<file path="config.mk">
export PLATFORM = sky130hd
export DESIGN_NAME = mac_unit
export DESIGN_NICKNAME = d
export VERILOG_FILES = /design/src/rtl/mac_unit.sv
export SDC_FILE = /design/constraint.sdc
export NUM_CORES = 1
export LEC_CHECK = 0
export ABC_CLOCK_PERIOD_IN_PS = 8600
export BUFFER_PORTS_ARGS = -buffer_cell sky130_fd_sc_hd__buf_2
export CAP_MARGIN = 20
export CORE_ASPECT_RATIO = 0.7
export CORE_UTILIZATION = 52
export CTS_BUF_LIST = sky130_fd_sc_hd__clkbuf_4 sky130_fd_sc_hd__clkbuf_8 sky130_fd_sc_hd__clkbuf_16
export DETAILED_ROUTE_END_ITERATION = 6
export PLACE_DENSITY = 0.83
export SLEW_MARGIN = 20
export SYNTH_ARGS = -nofsm -noshare
export SYNTH_HDL_FRONTEND = slang
export SYNTH_SLANG_ARGS = --single-unit
</file>
<file path="constraint.sdc">
create_clock -name clk -period 8.6 [get_ports clk]
set_input_delay 1.29 -clock clk [delete_from_list [all_inputs] [get_ports clk]]
set_output_delay 1.29 -clock clk [all_outputs]
set_load 0.005 [all_outputs]
</file>
<file path="src/rtl/mac_unit.sv">
// Sequential 32-cycle shift-add multiplier with a running accumulator.
// MUL/MAC take 32 RUN cycles; CLRACC clears acc and result in one cycle.
module mac_unit (
  input  logic        clk,
  input  logic        rst,
  input  logic        start,
  input  logic [1:0]  op,
  input  logic [31:0] a,
  input  logic [31:0] b,
  output logic [31:0] result,
  output logic        done,
  output logic        busy,
  output logic        stall
);

  typedef enum logic [1:0] {IDLE, RUN, DONE} state_t;

  localparam logic [1:0] OP_MUL    = 2'b00;
  localparam logic [1:0] OP_MAC    = 2'b01;
  localparam logic [1:0] OP_CLRACC = 2'b10;

  state_t      state;
  logic [31:0] mcand;
  logic [31:0] mplier;
  logic [31:0] prod;
  logic [31:0] acc;
  logic [5:0]  cnt;
  logic [1:0]  op_q;
  logic [31:0] step_sum;
  logic [31:0] mac_sum;
  logic        ready;
  logic        long_op;

  always_comb begin
    step_sum = mplier[0] ? (prod + mcand) : prod;
    mac_sum  = acc + step_sum;
    ready    = (state == IDLE) || (state == DONE);
    long_op  = (op == OP_MUL) || (op == OP_MAC);
  end

  // While in reset the state is treated as IDLE, so only the request side matters.
  always_comb begin
    stall = 1'b0;
    if (rst)
      stall = start && long_op;
    else
      stall = busy || (ready && start && long_op);
  end

  always_ff @(posedge clk) begin
    if (rst) begin
      state  <= IDLE;
      result <= '0;
      acc    <= '0;
      cnt    <= '0;
      done   <= 1'b0;
      busy   <= 1'b0;
      mcand  <= '0;
      mplier <= '0;
      prod   <= '0;
      op_q   <= OP_MUL;
    end else begin
      case (state)
        IDLE, DONE: begin
          done  <= 1'b0;
          busy  <= 1'b0;
          state <= IDLE;
          if (start) begin
            case (op)
              OP_MUL, OP_MAC: begin
                mcand  <= a;
                mplier <= b;
                op_q   <= op;
                prod   <= '0;
                cnt    <= '0;
                busy   <= 1'b1;
                state  <= RUN;
              end
              OP_CLRACC: begin
                acc    <= '0;
                result <= '0;
                done   <= 1'b1;
                state  <= DONE;
              end
              default: state <= IDLE;
            endcase
          end
        end
        RUN: begin
          prod   <= step_sum;
          mcand  <= mcand << 1;
          mplier <= mplier >> 1;
          cnt    <= cnt + 6'd1;
          // The final step's partial sum is folded straight into the write-back.
          if (cnt == 6'd31) begin
            state <= DONE;
            done  <= 1'b1;
            busy  <= 1'b0;
            if (op_q == OP_MAC) begin
              result <= mac_sum;
              acc    <= mac_sum;
            end else begin
              result <= step_sum;
            end
          end
        end
        default: begin
          state <= IDLE;
          done  <= 1'b0;
          busy  <= 1'b0;
        end
      endcase
    end
  end

endmodule

</file>
==> impl_metrics.tcl <==
set metrics [dict create \
    fmax_ghz 0.1831 \
    crit_required_ns 8.97 \
    clock_pin_slew_of_the_registers_on_the_worst_case_setup_and_hold_paths_ns 0.07 \
    grt_antenna_before_repair 0 \
    first_global_vias 8806 \
    arithmetic_cell_share_of_the_synthesized_area_counting_full_adders_half_adders_and_majority_gates_pct 8.374 \
    dp_hpwl_mm 19.25 \
    final_core_util_pct 60.27 \
    cts_num_sinks 171 \
    clk_path_buf_depth 2 \
    die_h_um 119.1 \
    synthesis.area_per_instance_um2 7.948 \
    drc 0 \
    ios 104 \
    worstSkewPairLatency_ns 0.43 \
    globalRouteOverflowTotal 0 \
    ant_nets 0 \
    mappedNetlistNets 1418 \
    max_stage_delay_ns 0.41 \
    synth_ff_type "sky130_fd_sc_hd__dfxtp_1" \
    cts_tree "yes" \
    syn_area_um2 10190 \
    period_utilization_pct 63.50 \
    cts-hold-fix-buffers 0 \
    drt_iter0_drc 950 \
    die_width_um 169.3 \
    layout_min_cycle_time_ns 5.461 \
    n_antenna_cell 0 \
    cts-root-buf "sky130_fd_sc_hd__clkbuf_16" \
    timing_max_transition_violations_final 0 \
    timing.critical_path.slowest_stage_cell "sky130_fd_sc_hd__a211oi_1" \
    grt_pass1_wl_mm 45.09 \
    post_synth_xor_area_fraction_pct 4.813 \
    synthDistinctLibCells 72 \
    synth-warning-count 0 \
    setup.worst_path.class "register to register" \
    ir_worst_vdd_v 0.0001219 \
    start_util_pct 53.56 \
    firstDrtPassIters 5 \
    number_of_endpoints_with_negative_hold_slack_in_the_final_report 0 \
    detailroute.via_count 9820 \
    setup_viol 0 \
    max-cap-violations 0 \
    critical_path.max_fanout 4 \
    fill_cells 1714 \
    weighted_congestion_at_the_end_of_routability_driven_global_placement 0.9446 \
    layout.cells.most_common_list "sky130_fd_sc_hd__dfxtp_1, sky130_fd_sc_hd__nand2_1, sky130_fd_sc_hd__nor2_1" \
    cts_resized 0 \
    hold_class "register to register" \
    mostFrequentLayoutCell "sky130_fd_sc_hd__dfxtp_1" \
    synthArstFlopShare_pct 0 \
    multi_input_comb_area_um2 6436 \
    grt_max_degree 76 \
    h-tree-depth 4 \
    die-area_um2 20170 \
    synth_compound_gate_area_share_pct 24.69 \
    max-slew-margin-rel_pct 32.28 \
    ys_seq_area_share_pct 33.60 \
    fin_worst_skew_ns 0.008742 \
    grt_setup_unrepaired "no" \
    avgRoutedWirePerCell_um 17.30 \
    grt_usage_pct 27.86 \
    drive_above_1_share_pct 15.07 \
    area_of_all_sequential_standard_cells_um2 3423 \
    drt_wl_total_mm 27.99 \
    synth_edf_count 0 \
    cts_inserted_buffers 17 \
    post-cts-setup-buffer-count 0 \
    critPathLaunchType "register" \
    power_per_cell_area_nw_per_um2 156.2 \
    timing.critical_path.arrival_ns 5.83 \
    fin_tns_setup_ns 0 \
    detail_route.vias_per_cell 6.069 \
    run_status "finished, final reports clean" \
    worst_r2r_startpoint "mcand[0]$_SDFFE_PP0P_" \
    nets 1477 \
    fp-row-count 42 \
    critical_path.startpoint "mcand[0]$_SDFFE_PP0P_" \
    critPathCaptureType "register" \
    least_margin_pin_slew_ns 1.002 \
    hold_start "result[10]$_SDFFE_PP0P_" \
    dominant_combinational_cell_family_by_area_after_synthesis "compound AO/OA/AOI/OAI gates" \
    synthSimpleGateAreaFrac_pct 20.59 \
    design.core.area_um2 19020 \
    layout-area-overhead-vs-synth_pct 12.52 \
    cellLeakagePower_nw 4.778 \
    io_buffers 103 \
    synth-seq-cells 171 \
    mux_share_of_post_synthesis_cell_area_pct 4.310 \
    path_cells "ha_1, inv_1, fa_1, nor2b_1, o211ai_1, a211o_1, a21oi_2, a311o_1, a21oi_1, o21ai_1, xor2_1, mux2_2, ha_1, nand3_1, nor2_1, a221oi_1, a31oi_1, o211ai_1, a21oi_1, a211oi_1, xor2_1, or4_1, nand3_1" \
    syn_inst 1282 \
]
-- cells in the mapped netlist (9+ instances only) --
| library cell | n | share of area, % |
|---|---|---|
| sky130_fd_sc_hd__dfxtp_1 | 171 | 34 |
| sky130_fd_sc_hd__nand2_1 | 157 | 5.8 |
| sky130_fd_sc_hd__nor2_1 | 152 | 5.6 |
| sky130_fd_sc_hd__a21oi_1 | 140 | 6.9 |
| sky130_fd_sc_hd__a22oi_1 | 72 | 5.3 |
| sky130_fd_sc_hd__ha_1 | 65 | 8.0 |
| sky130_fd_sc_hd__clkbuf_1 | 64 | 2.4 |
| sky130_fd_sc_hd__nand3_1 | 49 | 2.4 |
| sky130_fd_sc_hd__o21ai_0 | 37 | 1.8 |
| sky130_fd_sc_hd__xnor2_1 | 32 | 2.8 |
| sky130_fd_sc_hd__mux2_2 | 27 | 3.0 |
| sky130_fd_sc_hd__xor2_1 | 24 | 2.1 |
| sky130_fd_sc_hd__a21o_1 | 23 | 1.7 |
| sky130_fd_sc_hd__nor4_1 | 22 | 1.4 |
| sky130_fd_sc_hd__inv_1 | 21 | 0.77 |
| sky130_fd_sc_hd__o211ai_1 | 19 | 1.4 |
| sky130_fd_sc_hd__nor3_1 | 18 | 0.88 |
| sky130_fd_sc_hd__nand2b_1 | 16 | 0.98 |
| sky130_fd_sc_hd__buf_1 | 12 | 0.44 |
| sky130_fd_sc_hd__mux2i_1 | 12 | 1.2 |
| sky130_fd_sc_hd__nor2b_1 | 11 | 0.68 |
| sky130_fd_sc_hd__o21ai_1 | 11 | 0.54 |
| sky130_fd_sc_hd__a211oi_1 | 10 | 0.74 |
| sky130_fd_sc_hd__o21bai_1 | 9 | 0.66 |
-- worst max-delay path, delay by kind of cell (launching register included) --
kind | cells | cell delay (ns)
buffers and inverters | 1 | 0.07
AO/OA/AOI/OAI | 11 | 2.49
adder cells (fa/ha/maj) | 3 | 0.98
XOR/XNOR | 2 | 0.27
flip-flops | 1 | 0.36
AND/OR/NAND/NOR | 5 | 0.90
multiplexers | 1 | 0.31
-- report_power, final --
group | internal, W | switching, W | leakage, nW | total (W)
logic | 0.0000660 | 0.000125 | 3.12 | 0.000191
registers | 0.000815 | 0.0000184 | 1.39 | 0.000833
clock network | 0.000421 | 0.000346 | 0.273 | 0.000766
-- final timing paths --
kind / slack [ns] / cells after the start / endpoint
max: 3.14 / 23 / result[31]$_SDFFE_PP0P_
min: 0.45 / 2 / result[10]$_SDFFE_PP0P_
max reg2reg: 3.14 / 23 / result[31]$_SDFFE_PP0P_
min reg2reg: 0.45 / 2 / result[10]$_SDFFE_PP0P_
-- state kept, by name (all words and copies together) (netlist names) --
register  cells
state         2
op_q          2
cnt           6
mplier       32
done          1
acc          32
mcand        32
result       32
prod         32
-- stage by stage --
step	cell area [µm²]	power, W	std cells	hold WS, ns	worst slack (ns)
floorplan	10190	0.0009777	1282	0.4360	3.862
CTS	11460	0.001792	1617	0.4516	3.242
global placement	10880	0.001033	1585	0.4322	3.485
detailed placement	10880	0.001037	1585	0.4417	3.309
global route	11470	0.001852	1618	0.4762	2.735
finish	11470	0.001791	1618	0.4501	3.139
-- cell families (layout without fill, tap and decap cells) --
family                     after synthesis  count (layout)
xor gates and xnor gates                56              56
adders and majority gates               67              67
muxes                                   40              40
and+or+nand+nor                        466             466
DFF                                    171             171
buffers and inverters                   98             170
AOI/OAI and AO/OA                      384             384
-- area by class of cell --
class	instances	share of cell area, %
Timing Repair Buffer	117	5.434
Multi-Input combinational cell	1013	56.13
Tap cell	264	2.881
Sequential cell	171	29.86
Clock inverter	12	0.9930
Inverter	21	0.6875
Clock buffer	20	4.016
-- metal layers --
metal	track usage (%)	vias up	share of wire [%]
li1	-	4759	-
met1	42.30	4615	48
met2	39.12	410	41
met3	6.381	36	9.6
met4	6.644	0	1.4
met5	0	-	0
Note: power is estimated with default switching activity, not from simulation.
